### src/rtl/pci_avm_burst_splitter.sv
// pci_avm_burst_splitter
//
// Bridges the ao486 Avalon memory-window master (bursting) to the PCI bridge
// Avalon slave, which only understands single beats.
//   - Write bursts are split into single-word writes with incrementing word
//     addresses and posted into a small FIFO. The FIFO is drained towards the
//     bridge in the background.
//   - Read bursts are serialised: one single-beat read at a time, and only
//     after every posted write has left the FIFO. This keeps program order
//     across the PCI bus.
//
// Ports
//   clk, rst           system clock, synchronous active-high reset
//   s_*                Avalon slave side (from the CPU memory window)
//     s_address        burst start word address
//     s_writedata      write beat data
//     s_byteenable     write beat byte enables
//     s_burstcount     beats in burst (0 behaves as 1)
//     s_write/s_read   write beat request / read burst command
//     s_waitrequest    combinational stall back to the master
//     s_readdatavalid  one pulse per returned read beat
//     s_readdata       read beat data (pass-through of m_readdata)
//   m_*                Avalon master side (to the PCI bridge), single beats
//     m_address, m_writedata, m_byteenable, m_write, m_read  registered
//     m_waitrequest, m_readdatavalid, m_readdata             from bridge
//   busy               high while a burst is in flight or writes are posted
module pci_avm_burst_splitter #(
  parameter int ADDR_W     = 22,
  parameter int FIFO_DEPTH = 8
) (
  input  logic              clk,
  input  logic              rst,
  input  logic [ADDR_W-1:0] s_address,
  input  logic [31:0]       s_writedata,
  input  logic [3:0]        s_byteenable,
  input  logic [3:0]        s_burstcount,
  input  logic              s_write,
  input  logic              s_read,
  output logic              s_waitrequest,
  output logic              s_readdatavalid,
  output logic [31:0]       s_readdata,
  output logic [ADDR_W-1:0] m_address,
  output logic [31:0]       m_writedata,
  output logic [3:0]        m_byteenable,
  output logic              m_write,
  output logic              m_read,
  input  logic              m_waitrequest,
  input  logic              m_readdatavalid,
  input  logic [31:0]       m_readdata,
  output logic              busy
);

  localparam int PTR_W = $clog2(FIFO_DEPTH);
  localparam logic [PTR_W:0] DEPTH_C = (PTR_W+1)'(FIFO_DEPTH);

  typedef enum logic [2:0] {
    IDLE     = 3'd0,
    WR_BURST = 3'd1,
    RD_DRAIN = 3'd2,
    RD_ISSUE = 3'd3,
    RD_WAIT  = 3'd4
  } state_t;

  state_t            state_reg;
  logic [ADDR_W-1:0] base_reg;
  logic [3:0]        cnt_reg;     // beats in current burst (1..15)
  logic [3:0]        beat_reg;    // next beat index within the burst

  // Posted-write FIFO storage; plain arrays so they map to RAM.
  logic [ADDR_W-1:0] addr_mem [FIFO_DEPTH];
  logic [31:0]       data_mem [FIFO_DEPTH];
  logic [3:0]        be_mem   [FIFO_DEPTH];
  logic [PTR_W-1:0]  wr_ptr_reg;
  logic [PTR_W-1:0]  rd_ptr_reg;
  logic [PTR_W:0]    count_reg;
  logic [PTR_W:0]    count_next;

  // Registered bridge-side outputs.
  logic              m_write_reg;
  logic              m_read_reg;
  logic [ADDR_W-1:0] m_address_reg;
  logic [31:0]       m_writedata_reg;
  logic [3:0]        m_byteenable_reg;

  logic              fifo_full;
  logic              fifo_empty;
  logic              pop;
  logic              push;
  logic              load;
  logic              rd_state;
  logic              drain_ok;
  logic              wr_accept;
  logic              rd_accept;
  logic [3:0]        burst_len;
  logic [3:0]        beat_inc;
  logic [ADDR_W-1:0] push_addr;

  assign fifo_full  = (count_reg == DEPTH_C);
  assign fifo_empty = (count_reg == '0);

  // The head entry stays in the FIFO until the bridge takes it, so a full
  // FIFO really means FIFO_DEPTH beats waiting on the bridge. A pop in the
  // same cycle frees the slot the incoming beat needs.
  assign pop = m_write_reg && !m_waitrequest;

  assign rd_state = (state_reg == RD_DRAIN) || (state_reg == RD_ISSUE) ||
                    (state_reg == RD_WAIT);
  assign drain_ok = (state_reg == IDLE) || (state_reg == WR_BURST) ||
                    (state_reg == RD_DRAIN);

  assign s_waitrequest = rst || rd_state || (fifo_full && !pop);

  assign wr_accept = s_write && !s_waitrequest &&
                     ((state_reg == IDLE) || (state_reg == WR_BURST));
  // A simultaneous write always wins over a read command.
  assign rd_accept = s_read && !s_write && !s_waitrequest && (state_reg == IDLE);

  assign burst_len = (s_burstcount == 4'd0) ? 4'd1 : s_burstcount;
  assign beat_inc  = beat_reg + 4'd1;

  // Beat 0 of a burst takes the live address; later beats are base+n and
  // wrap modulo 2^ADDR_W through natural truncation.
  assign push_addr = (state_reg == IDLE) ? s_address
                                         : base_reg + ADDR_W'(beat_reg);

  assign push = wr_accept;

  // Present the next head only when nothing is currently on the bus. This
  // gives one idle cycle between consecutive writes, which keeps the head
  // read a plain registered RAM read.
  assign load = drain_ok && !m_write_reg && !fifo_empty;

  assign count_next = count_reg + (PTR_W+1)'(push) - (PTR_W+1)'(pop);

  // FIFO storage writes. No reset: contents are qualified by count_reg.
  always_ff @(posedge clk) begin
    if (push) begin
      addr_mem[wr_ptr_reg] <= push_addr;
      data_mem[wr_ptr_reg] <= s_writedata;
      be_mem[wr_ptr_reg]   <= s_byteenable;
    end
  end

  // Control FSM, FIFO pointers and registered bridge outputs.
  always_ff @(posedge clk) begin
    if (rst) begin
      state_reg        <= IDLE;
      base_reg         <= '0;
      cnt_reg          <= '0;
      beat_reg         <= '0;
      wr_ptr_reg       <= '0;
      rd_ptr_reg       <= '0;
      count_reg        <= '0;
      m_write_reg      <= 1'b0;
      m_read_reg       <= 1'b0;
      m_address_reg    <= '0;
      m_writedata_reg  <= '0;
      m_byteenable_reg <= '0;
    end else begin
      if (push) begin
        wr_ptr_reg <= wr_ptr_reg + 1'b1;
      end
      if (pop) begin
        rd_ptr_reg <= rd_ptr_reg + 1'b1;
      end
      count_reg <= count_next;

      // Write drain. load and pop are mutually exclusive (load needs the
      // bus idle), and load never coincides with a push into the head slot
      // because that slot is only reused when the FIFO is full and popping.
      if (pop) begin
        m_write_reg <= 1'b0;
      end else if (load) begin
        m_write_reg      <= 1'b1;
        m_address_reg    <= addr_mem[rd_ptr_reg];
        m_writedata_reg  <= data_mem[rd_ptr_reg];
        m_byteenable_reg <= be_mem[rd_ptr_reg];
      end

      case (state_reg)
        IDLE: begin
          if (wr_accept) begin
            base_reg <= s_address;
            cnt_reg  <= burst_len;
            beat_reg <= 4'd1;
            if (burst_len != 4'd1) begin
              state_reg <= WR_BURST;
            end
          end else if (rd_accept) begin
            base_reg  <= s_address;
            cnt_reg   <= burst_len;
            beat_reg  <= 4'd0;
            state_reg <= RD_DRAIN;
          end
        end

        WR_BURST: begin
          if (wr_accept) begin
            if (beat_inc == cnt_reg) begin
              state_reg <= IDLE;
            end else begin
              beat_reg <= beat_inc;
            end
          end
        end

        RD_DRAIN: begin
          // Empty FIFO implies load is idle, so m_read and m_write can never
          // be raised together.
          if (fifo_empty && !m_write_reg) begin
            state_reg        <= RD_ISSUE;
            m_read_reg       <= 1'b1;
            m_address_reg    <= base_reg + ADDR_W'(beat_reg);
            m_byteenable_reg <= 4'hF;
          end
        end

        RD_ISSUE: begin
          if (!m_waitrequest) begin
            m_read_reg <= 1'b0;
            state_reg  <= RD_WAIT;
          end
        end

        RD_WAIT: begin
          if (m_readdatavalid) begin
            if (beat_inc == cnt_reg) begin
              state_reg <= IDLE;
            end else begin
              beat_reg         <= beat_inc;
              state_reg        <= RD_ISSUE;
              m_read_reg       <= 1'b1;
              m_address_reg    <= base_reg + ADDR_W'(beat_inc);
              m_byteenable_reg <= 4'hF;
            end
          end
        end

        default: begin
          state_reg <= IDLE;
        end
      endcase
    end
  end

  assign m_write      = m_write_reg;
  assign m_read       = m_read_reg;
  assign m_address    = m_address_reg;
  assign m_writedata  = m_writedata_reg;
  assign m_byteenable = m_byteenable_reg;

  // Read data is passed straight through; validity is gated by state so a
  // stray bridge pulse (e.g. after a reset) never reaches the master.
  assign s_readdata      = m_readdata;
  assign s_readdatavalid = !rst && (state_reg == RD_WAIT) && m_readdatavalid;

  assign busy = (state_reg != IDLE) || !fifo_empty;

endmodule

### config.mk
export PLATFORM = sky130hd
export DESIGN_NAME = pci_avm_burst_splitter
export DESIGN_NICKNAME = d
export VERILOG_FILES = /design/src/rtl/pci_avm_burst_splitter.sv
export SDC_FILE = /design/constraint.sdc
export NUM_CORES = 1
export LEC_CHECK = 0
export CAP_MARGIN = 0
export CORE_MARGIN = 5
export CORE_UTILIZATION = 40
export DETAILED_ROUTE_END_ITERATION = 10
export PLACE_DENSITY = 0.63
export SYNTH_ARGS = -nofsm -noshare
export SYNTH_HDL_FRONTEND = slang
export SYNTH_SLANG_ARGS = --single-unit
### constraint.sdc
create_clock -name clk -period 16.1 [get_ports clk]
set_clock_uncertainty 0.15 [all_clocks]
set_input_delay 2.415 -clock clk [delete_from_list [all_inputs] [get_ports clk]]
set_output_delay 2.415 -clock clk [all_outputs]
set_load 0.01 [all_outputs]
==> flow_metrics.py <==
metrics = {
    "synth": {
        "synth_enable_flop_cells": 464,
        "synthFlopType": "edfxtp_1",
        "ys_types": 71,
        "synth-seq-area-share_pct": 69.0,
        "synthTopCellsByArea": "edfxtp_1 60%, mux4_2 11%, dfxtp_1 9.1%",
        "synth_top_cell_area_share_pct": 59.9,
        "ys_ff_latch": 570,
        "syn-cell-area_um2": 23300,
        "synth_area_per_cell_um2": 16.5,
        "yosys_warnings": 0,
        "ys_async_sr_fraction_pct": 0,
        "syn_inst": 1409,
        "synth_fp_nets": 1529,
        "yosys.area.top_type": "edfxtp_1",
    },
    "timing": {
        "holdWs_ns": 0.348,
        "fmax_mhz": 154,
        "fin_crit_sh_pct": 40.3,
        "worst_slack_ns": 9.61,
        "slew_viol_final": 0,
        "report.final.setup_viol": 0,
        "relSlewSlack_pct": 16.2,
        "worst_slew_pin_slew_ns": 1.26,
        "min_period_ns": 6.49,
        "hold_viol_final": 0,
        "rsz0062_at_grt": "false",
        "fin_setup_tns_ns": 0,
    },
    "outcome": {
        "status": "finished, final reports clean",
    },
    "placed_design": {
        "dpl.hpwl_mm": 31.1,
        "place_congestion": 0.868,
        "port-buffer-count": 130,
        "place_ws_ns": 9.65,
    },
    "floorplanning": {
        "design.core.area_um2": 57700,
        "die_width_um": 251,
        "die_area_um2": 63100,
        "num_rows": 88,
        "die_y_um": 251,
        "start_util_pct": 40.3,
        "io_pins": 195,
    },
    "drt": {
        "drt_wl_total_mm": 53.5,
        "drt_pre_antenna_iters": 5,
        "ant_nets": 0,
        "drc": 0,
        "vias": 12800,
        "drt-wirelength-per-cell_um": 23.0,
        "viasPerCell": 5.52,
        "dr.first_iter.drc_count": 1154,
    },
    "power_and_ir_drop": {
        "p_int_w": 0.00301,
        "p_sw_w": 0.00126,
        "leakage_nw": 8.50,
        "ir_drop_v": 0.000112,
        "comb_power_share_pct": 23.8,
        "p_per_area_nw_per_um2": 158,
        "clock_power_share_pct": 31.5,
        "sw_frac_of_total_pct": 29.6,
        "seqPwrFrac_pct": 44.6,
    },
    "clock_network": {
        "cts_tree": "done",
        "clock_path_buffers": 3,
        "numCtsBuffers": 57,
        "clk_latency_ns": 0.62,
        "root_buffer": "clkbuf_16",
        "cts_setup_buffers": 0,
        "clkSinkCount": 570,
        "holdBufCountCts": 0,
        "cts-resized-gates": 0,
        "clkTransAtPathRegs_ns": 0.06,
        "htreeDepth": 2,
    },
    "critical_path": {
        "critPathLaunchType": "primary input",
        "crit_required_ns": 13.54,
        "critPathMaxFanout": 7,
        "worstSetupEndpointType": "output port",
        "crit_arrival_ns": 3.92,
        "crit_type": "in -> out",
    },
    "run": {
        "drv_cap": 0,
    },
    "cells_and_area": {
        "largest_registers": "data_mem: 256 flops, addr_mem: 176 flops",
        "area_growth_pct": 16.5,
        "drive_gt1_share_pct": 16.6,
        "final_nets": 1628,
        "largest_register_ffs": 256,
        "final_util_pct": 47.0,
        "top_register": "data_mem",
    },
    "min_path": {
        "min-delay-path-class": "reg -> reg",
    },
    "global_routing": {
        "grt_pass1_vias": 13300,
        "grt_pass1_wl_mm": 81.8,
        "grt_max_degree": 82,
        "globalRouteTotalUtil_pct": 16.7,
        "antenna_found_initial": 3,
        "gr-total-overflow": 0,
    },
}
[power groups by stage]
stage / clock [W] / combinational (W) / sequential (W)
after floorplan: 0 / 0.000690 / 0.00190
after global placement: 0 / 0.00100 / 0.00193
after detailed placement: 0 / 0.00103 / 0.00194
after CTS: 0.00137 / 0.00103 / 0.00191
after global routing: 0.00144 / 0.00112 / 0.00192
final: 0.00135 / 0.00102 / 0.00191
[worst max-delay path: stages]
cell and delay [ns]:
clkdlybuf4s50_1 0.41, nand2b_1 0.22, a31oi_4 0.27, nand3_1 0.11, clkdlybuf4s50_1 0.49
[synth_stat cells (11+ instances only)]
cell type  count
edfxtp_1     464
mux4_2       116
nor2_1       109
dfxtp_1      106
mux2i_1       84
nand2_1       77
a21oi_1       44
a211oi_1      37
buf_4         36
clkbuf_1      34
buf_2         30
o21ai_0       28
inv_1         23
o211ai_1      22
xnor2_1       21
ha_1          17
xor2_1        13
nand3_1       11
[cells in the final DEF, fill, tap and decap left out, types with 7 or more instances in the layout]
master,netlist,layout
a211oi_1,37,37
a21oi_1,44,42
buf_4,36,23
clkbuf_16,0,58
clkdlybuf4s50_1,0,129
clkinv_1,0,14
clkinv_2,0,12
dfxtp_1,106,100
edfxtp_1,464,464
ha_1,17,17
inv_1,23,23
mux2i_1,84,84
mux4_2,116,116
nand2_1,77,77
nand3_1,11,11
nor2_1,109,103
nor3_1,10,7
o211ai_1,22,22
o21ai_0,28,28
or4_1,8,8
xnor2_1,21,21
xor2_1,13,13
[cell families after synthesis]
| family | after synthesis | synth area share [%] |
|---|---|---|
| flops | 570 | 69.0 |
| simple gates | 257 | 5.02 |
| mux | 201 | 14.9 |
| compound gates | 189 | 5.49 |
| buf+inv | 137 | 3.02 |
| xor+xnor | 35 | 1.38 |
| fa+ha+maj | 20 | 1.17 |
[per-stage QoR]
| step | cell area, µm² | instances | power [W] |
|---|---|---|---|
| detailed placement | 25200 | 2214 | 0.00296 |
| global route | 27100 | 2321 | 0.00448 |
| floorplan | 23300 | 1409 | 0.00259 |
| finish | 27100 | 2323 | 0.00427 |
| global placement | 25200 | 2214 | 0.00294 |
| CTS | 27100 | 2321 | 0.00431 |
[layer usage]
metal,up-vias,routed length (µm),GRT usage (%)
li1,5706,-,-
met1,6638,23900,24.0
met2,407,25200,26.6
met3,76,3460,3.27
met4,2,907,4.26
met5,-,12,0
[worst paths after layout]
check	start	to	slack [ns]	cells past startpoint
hold / removal	m_writedata[8]	m_writedata[8]	0.35	2
setup / recovery	m_waitrequest	s_waitrequest	9.61	5
setup reg to reg	m_write	addr_mem[2][20]	12.36	6
hold reg to reg	m_writedata[8]	m_writedata[8]	0.35	2
[cell type report]
class / instances / area, µm²
inverters: 25 / 93.8
flip-flops and latches: 570 / 16100
repair buffers: 152 / 1460
clock buffers: 69 / 1540
multi-input cells: 702 / 6590
well taps: 765 / 957
fillers: 4949 / 30600
clock inverters: 38 / 377
diodes: 2 / 5.00
(Power assumes the default switching activity.)
